## src/rtl/load_align_queue_pkg.sv

```systemverilog
// Shared types for the memory-stage load return path.
// Decoded load ops, data word and per-load metadata.
package load_align_queue_pkg;

  localparam int LQ_DST_W = 5;

  typedef enum logic [2:0] {
    OP_NOP,
    OP_LB,
    OP_LBU,
    OP_LH,
    OP_LHU,
    OP_LW,
    OP_LWL,
    OP_LWR
  } decoded_op_t;

  typedef logic [31:0] word_t;

  typedef struct packed {
    decoded_op_t         op;
    logic [1:0]          addr_lo;
    logic [LQ_DST_W-1:0] dst;
    word_t               old;
  } load_meta_t;

endpackage

```

## src/rtl/load_align_queue_extend.sv

```systemverilog
// Load data alignment and sign/zero extension.
// Purely combinational; sits on the FIFO head.
module load_extend
  import load_align_queue_pkg::*;
(
  input  decoded_op_t op,
  input  logic [1:0]  addr_lo,
  input  word_t       data,
  input  word_t       old,
  output word_t       res
);

  logic [7:0]  byte_v;
  logic [15:0] half_v;
  word_t       lwl_v;
  word_t       lwr_v;

  assign byte_v = data[8*addr_lo +: 8];
  assign half_v = addr_lo[1] ? data[31:16]
                             : data[15:0];

  always_comb begin
    lwl_v = data;
    lwr_v = data;
    case (addr_lo)
      2'd0: begin
        lwl_v = {data[7:0], old[23:0]};
        lwr_v = data;
      end
      2'd1: begin
        lwl_v = {data[15:0], old[15:0]};
        lwr_v = {old[31:24], data[31:8]};
      end
      2'd2: begin
        lwl_v = {data[23:0], old[7:0]};
        lwr_v = {old[31:16], data[31:16]};
      end
      default: begin
        lwl_v = data;
        lwr_v = {old[31:8], data[31:24]};
      end
    endcase
  end

  always_comb begin
    res = data;
    unique case (op)
      OP_LB:   res = {{24{byte_v[7]}}, byte_v};
      OP_LBU:  res = {24'h0, byte_v};
      OP_LH:   res = {{16{half_v[15]}}, half_v};
      OP_LHU:  res = {16'h0, half_v};
      OP_LWL:  res = lwl_v;
      OP_LWR:  res = lwr_v;
      default: res = data;
    endcase
  end

endmodule

```

## src/rtl/load_align_queue.sv

```systemverilog
// In-order load return queue: pairs dcache beats with
// issued-load metadata and registers the aligned result.
module load_align_queue
  import load_align_queue_pkg::*;
#(
  parameter  int DEPTH = 4,
  parameter  int DST_W = LQ_DST_W,
  localparam int CNT_W = $clog2(DEPTH + 1)
) (
  input  logic             clk,
  input  logic             resetn,
  input  logic             flush,
  input  logic             req_valid,
  output logic             req_ready,
  input  decoded_op_t      req_op,
  input  logic [1:0]       req_addr_lo,
  input  logic [DST_W-1:0] req_dst,
  input  logic [31:0]      req_old,
  input  logic             resp_valid,
  output logic             resp_ready,
  input  logic [31:0]      resp_data,
  output logic             wb_valid,
  input  logic             wb_ready,
  output logic [31:0]      wb_data,
  output logic [DST_W-1:0] wb_dst,
  output logic             err
);

  localparam int PTR_W = $clog2(DEPTH);
  localparam int SUM_W = CNT_W + 1;

  logic [PTR_W-1:0] rd_q, rd_d;
  logic [PTR_W-1:0] wr_q, wr_d;
  logic [CNT_W-1:0] cnt_q, cnt_d;
  logic [CNT_W-1:0] drop_q, drop_d;
  logic             wb_valid_q, wb_valid_d;
  word_t            wb_data_q, wb_data_d;
  logic [DST_W-1:0] wb_dst_q, wb_dst_d;
  logic             err_q, err_d;

  load_meta_t       mem_q [DEPTH];
  load_meta_t       head;
  load_meta_t       meta_in;
  word_t            ext;
  logic [SUM_W-1:0] drop_sum;

  logic full, req_fire, resp_fire;
  logic dropping, drop_hit, pop, orphan;

  assign full       = cnt_q == CNT_W'(DEPTH);
  assign dropping   = drop_q != '0;
  assign req_ready  = !full && !flush;
  assign resp_ready = dropping || !wb_valid_q || wb_ready;
  assign req_fire   = req_valid && req_ready;
  assign resp_fire  = resp_valid && resp_ready;
  assign drop_hit   = resp_fire && dropping;
  assign pop        = resp_fire && !dropping
                      && cnt_q != '0;
  assign orphan     = resp_fire && !dropping
                      && cnt_q == '0;

  assign head = mem_q[rd_q];

  assign meta_in.op      = req_op;
  assign meta_in.addr_lo = req_addr_lo;
  assign meta_in.dst     = LQ_DST_W'(req_dst);
  assign meta_in.old     = req_old;

  load_extend u_ext (
    .op      (head.op),
    .addr_lo (head.addr_lo),
    .data    (resp_data),
    .old     (head.old),
    .res     (ext)
  );

  // Loads killed by flush still get a dcache beat; count them out.
  assign drop_sum = SUM_W'(drop_q) + SUM_W'(cnt_q)
                  - SUM_W'(pop) - SUM_W'(drop_hit);

  always_comb begin
    rd_d       = rd_q;
    wr_d       = wr_q;
    cnt_d      = cnt_q;
    drop_d     = drop_q;
    wb_valid_d = wb_valid_q;
    wb_data_d  = wb_data_q;
    wb_dst_d   = wb_dst_q;
    err_d      = err_q || orphan;
    if (flush) begin
      rd_d       = '0;
      wr_d       = '0;
      cnt_d      = '0;
      wb_valid_d = 1'b0;
      if (drop_sum > SUM_W'(DEPTH))
        drop_d = CNT_W'(DEPTH);
      else
        drop_d = drop_sum[CNT_W-1:0];
    end else begin
      if (req_fire)
        wr_d = wr_q + PTR_W'(1);
      if (pop)
        rd_d = rd_q + PTR_W'(1);
      cnt_d = cnt_q + CNT_W'(req_fire)
                    - CNT_W'(pop);
      if (drop_hit)
        drop_d = drop_q - CNT_W'(1);
      if (pop) begin
        wb_valid_d = 1'b1;
        wb_data_d  = ext;
        wb_dst_d   = DST_W'(head.dst);
      end else if (wb_ready) begin
        wb_valid_d = 1'b0;
      end
    end
  end

  always_ff @(posedge clk or negedge resetn) begin
    if (!resetn) begin
      rd_q       <= '0;
      wr_q       <= '0;
      cnt_q      <= '0;
      drop_q     <= '0;
      wb_valid_q <= 1'b0;
      wb_data_q  <= '0;
      wb_dst_q   <= '0;
      err_q      <= 1'b0;
    end else begin
      rd_q       <= rd_d;
      wr_q       <= wr_d;
      cnt_q      <= cnt_d;
      drop_q     <= drop_d;
      wb_valid_q <= wb_valid_d;
      wb_data_q  <= wb_data_d;
      wb_dst_q   <= wb_dst_d;
      err_q      <= err_d;
    end
  end

  always_ff @(posedge clk) begin
    if (req_fire)
      mem_q[wr_q] <= meta_in;
  end

  assign wb_valid = wb_valid_q;
  assign wb_data  = wb_data_q;
  assign wb_dst   = wb_dst_q;
  assign err      = err_q;

endmodule

```

## config.mk

```make
export PLATFORM = sky130hd
export DESIGN_NAME = load_align_queue
export DESIGN_NICKNAME = d
export VERILOG_FILES = /design/src/rtl/load_align_queue_pkg.sv /design/src/rtl/load_align_queue_extend.sv /design/src/rtl/load_align_queue.sv
export SDC_FILE = /design/constraint.sdc
export NUM_CORES = 1
export LEC_CHECK = 0
export CORE_MARGIN = 2
export CORE_UTILIZATION = 40
export CTS_CLUSTER_SIZE = 24
export DETAILED_ROUTE_END_ITERATION = 6
export HOLD_SLACK_MARGIN = 0.08
export PLACE_DENSITY = 0.67
export RECOVER_POWER = 100
export SYNTH_ARGS = -nofsm -noshare
export SYNTH_HDL_FRONTEND = slang
export SYNTH_HIERARCHICAL = 1
export SYNTH_SLANG_ARGS = --single-unit
```

## constraint.sdc

```tcl
create_clock -name clk -period 7.7 [get_ports clk]
set_input_delay 1.155 -clock clk [delete_from_list [all_inputs] [get_ports clk]]
set_output_delay 1.155 -clock clk [all_outputs]
set_load 0.03 [all_outputs]
```

==> flow_metrics.py <==
metrics = {
    "sta": {
        "slew_headroom": -1.37,
        "setup_viol": 0,
        "setup_tns_ns": 0,
        "final_hold_viol_count": 0,
        "holdWs_ns": 0.478,
        "worst_slew_pin_slew_ns": 3.55,
        "period_minus_slack_ns": 4.98,
        "slew_violations": 260,
        "timing.fmax_mhz": 201,
        "finClkSkew_ns": 0.00928,
        "timing.final.crit_share": 0.647,
        "rsz0062_at_grt": "no",
    },
    "setup_path": {
        "cpPeakStageDelay_ns": 2.60,
        "end_kind": "flop",
        "cp_num_buf_inv": 1,
        "path_class": "in -> reg",
        "cp-start-kind": "input port",
        "crit_family": "simple AND/OR/NAND/NOR gates",
        "r2r_slack_ns": 3.05,
        "cp.required_ns": 8.10,
        "crit_chain": "dlygate4sd3_1 > nand3b_2 > or3_1 > nor2_1 > mux2_2",
        "slowest_stage": "nor2_1",
        "arrival_ns": 5.38,
        "cp_max_fo": 37,
    },
    "run_status": {
        "violations": "capacitance limit, slew limit",
        "status": "complete, but fails checks",
    },
    "synthesis": {
        "yosysWarnings": 6,
        "yosysTopAreaCell": "edfxtp_1",
        "synth-edff-count": 168,
        "synthTopCellsByCount": "edfxtp_1 (168), mux2i_1 (51), dfrtp_1 (49), mux4_2 (42), nor2_1 (36)",
        "syn_inst": 686,
        "synth_top_area_share": 0.477,
        "synthTopCellsByArea": "edfxtp_1 (48%), dfrtp_1 (12%), mux4_2 (8.9%)",
        "avgSynthCellArea_sq_um": 15.4,
        "synthDistinctLibCells": 63,
        "ys_seq_elements": 217,
        "syn_nets": 783,
        "synth_flop_cell": "edfxtp_1",
        "synth.cell_area_sq_um": 10600,
        "async_flop_share": 0.226,
        "seq_area_frac_synth": 0.593,
        "synth_most_common_cell": "edfxtp_1",
    },
    "power_and_ir_drop": {
        "leakage_uw": 0.00463,
        "peakVddDrop_uv": 196,
        "p_comb_frac": 0.306,
        "p_per_area_nw_per_um2": 314,
        "switching_share": 0.317,
        "p_seq_frac": 0.385,
        "power.net_switching_uw": 1260,
        "power_uw": 3990,
        "intPower_uw": 2720,
        "p_clk_frac": 0.308,
    },
    "global_route": {
        "grt_max_degree": 55,
        "grt-ovfl-total": 0,
        "grt_pass1_wl_mm": 38.6,
        "grt_pass1_vias": 6483,
        "grtUsageTotal": 0.180,
        "antenna_found_initial": 2,
    },
    "route": {
        "vias_per_cell": 5.54,
        "first_pass_iters": 5,
        "routedWlPerCell_um": 21.8,
        "detail-route-antenna-nets": 0,
        "routed-via-count": 6379,
        "drt_iter0_markers": 610,
        "drc": 0,
        "drt_wl_total_mm": 25.1,
    },
    "placement": {
        "port_buffers": 120,
        "dpl_cell_area_sq_um": 12000,
        "dp_hpwl_mm": 16.4,
        "place_congestion": 0.851,
    },
    "floorplan": {
        "die_x_um": 167,
        "die_area_sq_um": 27800,
        "num_rows": 59,
        "core_sq_um": 26000,
        "pin_count": 121,
        "die_height_um": 167,
        "start_util": 0.407,
    },
    "final_layout": {
        "drive_above_1_share": 0.179,
        "num-fill-cells": 2272,
        "nets": 895,
        "antenna_cells": 0,
        "syn_to_final_growth_pct": 19.9,
        "final_cell_area_sq_um": 12700,
    },
    "clock_tree": {
        "htreeDepth": 1,
        "cts_resized": 0,
        "cts_tree": "done",
        "cts.hold.buffers_added": 0,
        "cts_setup_buffers": 0,
        "path_clk_slew_ns": 0.06,
        "clk_path_buf_depth": 3,
        "clkSinkCount": 217,
        "cts_buffers": 25,
        "insertion_delay_ns": 0.53,
        "root_buffer": "clkbuf_16",
    },
    "flow_run": {
        "maxCapViolCount": 6,
    },
    "worst_hold_path": {
        "hp-class": "reg -> reg",
    },
}
[final cells by class]
| class | instances | area [sq um] | area share |
|---|---|---|---|
| inverter | 28 | 105 | 0.00828 |
| tap | 335 | 419 | 0.0330 |
| sequential | 217 | 6270 | 0.494 |
| clock inverter | 12 | 190 | 0.0150 |
| clock buffer | 34 | 669 | 0.0528 |
| multi-input combinational | 397 | 3790 | 0.298 |
| timing repair buffer | 129 | 1240 | 0.0981 |
[sequential cells by signal, indices dropped and copies added (netlist names)]
signal and cells:
mem_q 168, wb_data 32, wb_dst 5, cnt_q 3
drop_q 3, rd_q 2, wr_q 2, err 1
wb_valid 1
[through the flow]
step,setup WS (ns),utilization,instances
floorplan,3.93,-,686
global placement,3.18,0.461,1106
detailed placement,3.05,0.461,1106
CTS,3.06,0.494,1152
global route,2.34,0.488,1152
finish,2.72,0.488,1152
[power groups by stage]
| stage | Sequential, uW | Combinational [uW] | Clock, uW |
|---|---|---|---|
| 2_1_floorplan | 1710 | 728 | 0 |
| 3_3_place_gp | 1560 | 1300 | 0 |
| 3_5_place_dp | 1560 | 1310 | 0 |
| 4_1_cts | 1540 | 1320 | 1250 |
| 5_1_grt | 1560 | 1320 | 1300 |
| 6_report | 1540 | 1220 | 1230 |
[layout by cell type, fill, tap and decap left out, types with 9 or more instances in the layout]
master           count
clkbuf_1            13
nand3_1              9
o21ai_0             13
mux2i_1             51
o22a_1              19
mux2_2              41
a21oi_1             22
clkbuf_16           25
dlygate4sd3_1       86
ha_1                13
o22ai_1             27
inv_1               28
nor2_1              37
dfrtp_1             47
mux4_2              42
clkdlybuf4s50_1     33
edfxtp_1           168
nand2_1             18
[routing by layer]
| layer | part of all wire | GRT usage | up-vias |
|---|---|---|---|
| li1 | - | - | 2923 |
| met1 | 0.44 | 0.251 | 3210 |
| met2 | 0.48 | 0.294 | 200 |
| met3 | 0.060 | 0.0326 | 42 |
| met4 | 0.023 | 0.0465 | 4 |
| met5 | 0.00084 | 0 | - |
[cell families after synthesis]
group | share of synthesized area
muxes | 0.203
xor gates and xnor gates | 0.00580
buffers and inverters | 0.0367
adders and majority gates | 0.0258
and+or+nand+nor | 0.0493
DFF | 0.593
AOI/OAI and AO/OA | 0.0863
[path summary, 6_finish.rpt]
check / from / endpoint / cells after the start
max: resp_valid / wb_data[24]$_DFFE_PN0P_ / 5
min: err$_DFF_PN0_ / err$_DFF_PN0_ / 1
max reg2reg: rd_q[0]$_DFFE_PN0P_ / wb_data[4]$_DFFE_PN0P_ / 8
min reg2reg: err$_DFF_PN0_ / err$_DFF_PN0_ / 1
max in group asynchronous: resetn / rd_q[1]$_DFFE_PN0P_ / 2
min in group asynchronous: resetn / drop_q[2]$_DFFE_PN0P_ / 2
No activity file was read; power rests on OpenSTA's default activity.
